**config.mk**
```make
export PLATFORM = sky130hd
export DESIGN_NAME = ks_carry_lookahead32
export DESIGN_NICKNAME = d
export VERILOG_FILES = /design/src/rtl/ks_carry_lookahead32.sv
export SDC_FILE = /design/constraint.sdc
export NUM_CORES = 1
export LEC_CHECK = 0
export CAP_MARGIN = 20
export CORE_MARGIN = 5
export CORE_UTILIZATION = 47
export DETAILED_ROUTE_END_ITERATION = 12
export PLACE_DENSITY_LB_ADDON = 0.1
export SETUP_SLACK_MARGIN = 0.5
export SYNTH_ARGS = -nofsm -noshare
export SYNTH_HDL_FRONTEND = slang
export SYNTH_SLANG_ARGS = --single-unit
```
**constraint.sdc**
```tcl
create_clock -name clk -period 1 [get_ports clk]
set_input_delay 0.2 -clock clk [delete_from_list [all_inputs] [get_ports clk]]
set_output_delay 0.2 -clock clk [all_outputs]
set_load 0.02 [all_outputs]
```
**src/rtl/ks_carry_lookahead32.sv**
```systemverilog
//==============================================================================
// Module   : ks_carry_lookahead32
// Brief    : Registered 32-bit Kogge-Stone carry-lookahead unit (g, p, carries, sum)
// Revision : 1.0
//==============================================================================
`default_nettype none

module ks_carry_lookahead32 (
  input  logic        clk,
  input  logic        rst_n,
  input  logic [31:0] a,
  input  logic [31:0] b,
  output logic [31:0] g,
  output logic [31:0] p,
  output logic [31:0] c,
  output logic [31:0] sum
);

  localparam int WIDTH  = 32;
  localparam int LEVELS = 5;

  // Row k holds group generate/propagate after prefix level k; row 0 is bitwise.
  logic [LEVELS:0][WIDTH-1:0] grp_g;
  logic [LEVELS:0][WIDTH-1:0] grp_p;
  logic [WIDTH-1:0]           carry_nxt;
  logic [WIDTH-1:0]           sum_nxt;

  always_comb begin
    grp_g    = '0;
    grp_p    = '0;
    grp_g[0] = a & b;
    grp_p[0] = a ^ b;
    for (int k = 1; k <= LEVELS; k++) begin
      for (int i = 0; i < WIDTH; i++) begin
        if (i >= (1 << (k - 1))) begin
          grp_g[k][i] = grp_g[k-1][i] | (grp_p[k-1][i] & grp_g[k-1][i - (1 << (k - 1))]);
          grp_p[k][i] = grp_p[k-1][i] & grp_p[k-1][i - (1 << (k - 1))];
        end else begin
          grp_g[k][i] = grp_g[k-1][i];
          grp_p[k][i] = grp_p[k-1][i];
        end
      end
    end
  end

  // Carry-in is fixed at 0, so the group generate G[i:0] is the carry out of bit i.
  assign carry_nxt = grp_g[LEVELS];
  assign sum_nxt   = grp_p[0] ^ {carry_nxt[WIDTH-2:0], 1'b0};

  always_ff @(posedge clk or negedge rst_n) begin
    if (!rst_n) begin
      g   <= '0;
      p   <= '0;
      c   <= '0;
      sum <= '0;
    end else begin
      g   <= grp_g[0];
      p   <= grp_p[0];
      c   <= carry_nxt;
      sum <= sum_nxt;
    end
  end

endmodule

`default_nettype wire

```
==> flow_metrics.tcl <==
set metrics [dict create \
    worstSetupEndpointType "flip-flop" \
    fin_cells 868 \
    critPathLaunch "a[0]" \
    clkSlewWorstSetupHoldPaths_ns 0.06 \
    critPathSlowestCell "fa_2" \
    status "finished with violations" \
    drtIter0Drc 544 \
    grt_overflow 0 \
    met1_usage 0.351 \
    synth_fp_nets 452 \
    gr-usage-met3 0.102 \
    cp.required_ns 1.41 \
    drv_cap 0 \
    dp_cells 766 \
    finalHoldViolations 135 \
    cp_num_cells 14 \
    max_slew_margin 0.733 \
    synth-edff-count 0 \
    seq_area_frac_synth 0.651 \
    ir_drop_v 0.00176 \
    post-route-min-period_ns 2.13 \
    grtUsageMet2 0.579 \
    die_height_um 111 \
    grt.total_usage 0.326 \
    synth_ff_type "dfrtp_1" \
    fmax_mhz 469 \
    areaGrowthSynthToFinish_pct 100 \
    ys_types 49 \
    vias_per_cell 6.14 \
    path_common_cell "buf_6" \
    p_per_area_mw_per_mm2 1900 \
    cp_top_family "buffers and inverters" \
    cts_tree "yes" \
    layout-drive-gt1-share 0.604 \
    cp-start-kind "primary input" \
    wire_per_inst_um 31.5 \
    finalWorstSetupSlack_ns -1.13 \
    port_buffers 193 \
    initial_core_util 0.475 \
    synth_top_area_frac 0.651 \
    violations "hold timing, setup timing" \
    fillers 232 \
    worst_pin_slew_ns 0.398 \
    drtPass1Iterations 5 \
    gp_congestion 0.857 \
    final_util 0.950 \
    grt_pass1_vias 5242 \
    antenna_left 0 \
    synthArstFlopShare 1.00 \
    synth_area_leaders "dfrtp_1 65%, ha_1 8.3%, xor2_1 4.0%" \
    period_share 2.13 \
    rows 37 \
    worst-path-max-fanout 3 \
    slew_viol_final 0 \
    synth.most_common_cell "dfrtp_1" \
    netlist_area_mm2 0.00484 \
    clock-root-buffer "clkbuf_8" \
    slowest_delay_ns 0.38 \
    worst-endpoint-arrival_ns 2.54 \
    yosys_warnings 0 \
    crit_path_end "sum[12]" \
    grt_max_degree 33 \
    power.leakage_nw 4.68 \
    ios 194 \
    post-dp-hpwl_um 11300 \
    syn-mean-instance-area_um2 13.7 \
    numCtsBuffers 17 \
    ys_ff_latch 126 \
    nets 815 \
    critPathKind "primary input to flip-flop" \
    whs_ns -0.438 \
    die_w_um 111 \
    worstHoldPathType "primary input to async pin" \
    die_area_mm2 0.0124 \
    drc_errors 0 \
    vias 5326 \
    yosys.area.top_type "dfrtp_1" \
    grt-busiest-layer "met2" \
    critical_path_buf_inv_count 6 \
    antenna_found_initial 3 \
    setup-violations-final 185 \
    yosys-top-cells-count "126 x dfrtp_1, 32 x ha_1, 22 x xor2_1, 19 x a21o_1, 18 x a21oi_1" \
    drt_wl_total_um 27300 \
    numClockSinks 126 \
    core_mm2 0.0102 \
    rsz0062_at_grt "yes" \
    grt_pass1_wl_um 30800 \
    cts_max_level 4 \
    crit_path_cell_trace "buf_6 > ha_4 > fa_2 > a211oi_2 > o21ai_2 > buf_4 > buf_6 > buf_6 > buf_6 > buf_8 > o21ai_2 > and2_4 > o21ai_2 > xor2_1" \
    ctsLongestPathBuffers 2 \
    syn_inst 353 \
]
==> where the power goes <==
part / internal [W] / total [W] / switching (W) / leakage [nW]
clock network: 0.00378 / 0.00620 / 0.00241 / 0.285
registers: 0.00573 / 0.00615 / 0.000420 / 1.52
logic: 0.00295 / 0.00604 / 0.00309 / 2.87
==> cell families (layout without fill, tap and decap cells) <==
logic type                 Yosys count  after routing  synth area share
and+or+nand+nor                     61             61            0.0628
other                                0              4                 0
AOI/OAI and AO/OA                   92             92             0.136
xor gates and xnor gates            27             27            0.0504
buffers and inverters               14            389            0.0124
adders and majority gates           33             33            0.0869
DFF                                126            126             0.651
==> state kept, by name, summed over array words and instances, names as in the netlist <==
signal / count
p: 31
c: 31
g: 32
sum: 32
==> per-layer routing <==
metal / vias to the layer above / part of all wire
li1: 1988 / -
met4: 0 / 0.099
met5: - / 0
met2: 520 / 0.49
met1: 2615 / 0.32
met3: 203 / 0.094
==> layout by cell type, fill, tap and decap left out, types with 6 or more instances in the layout <==
master	count
a21o_1	19
a21oi_1	8
a21oi_2	7
buf_2	15
buf_4	115
buf_6	175
clkbuf_16	16
dfrtp_1	124
dlygate4sd2_1	34
ha_4	32
inv_1	6
nand2_1	14
nand3_1	6
nor2_1	9
o21ai_2	11
xor2_1	19
==> worst min-delay path by stage <==
| stage | cells past startpoint | from | slack [ns] | endpoint |
|---|---|---|---|---|
| 6_report | 1 | rst_n | -0.44 | p[12] |
| 5_1_grt | 1 | rst_n | -0.42 | p[12] |
| 4_1_cts | 1 | rst_n | -0.44 | sum[1] |
| 3_5_place_dp | 1 | rst_n | 0.11 | sum[1] |
| 3_3_place_gp | 1 | rst_n | 0.11 | sum[1] |
| 2_1_floorplan | 0 | rst_n | -0.1 | c[10] |
==> cell type report <==
class | instances | area (um^2) | area share
antenna | 4 | 10.0 | 0.00103
clock buffer | 24 | 480 | 0.0496
clock inverter | 7 | 85.1 | 0.00879
inverter | 8 | 30.0 | 0.00310
multi-input combinational | 213 | 2390 | 0.247
sequential | 126 | 3160 | 0.326
tap | 136 | 170 | 0.0176
timing repair buffer | 350 | 3350 | 0.347
==> through the flow <==
step	total power, W	TNS, ns	area [um^2]	setup WS [ns]
finish	0.0184	-77.38	9680	-1.13
floorplan	0.00803	-37.87	5300	-1.21
CTS	0.0172	-62.98	9320	-0.888
global placement	0.0105	-97.54	8090	-1.76
detailed placement	0.0106	-101.07	8090	-1.81
global route	0.0188	-80.82	9680	-1.14
==> repair_timing <==
action | 4_1_cts | 5_1_grt
buffers inserted | 49 | 18
gates resized for setup | 976 | 50
hold endpoints to repair | 137 | 138
pin swaps | 67 | 40
endpoints found under the setup margin | 236 | 190
Note: power is estimated with default switching activity, not from simulation.
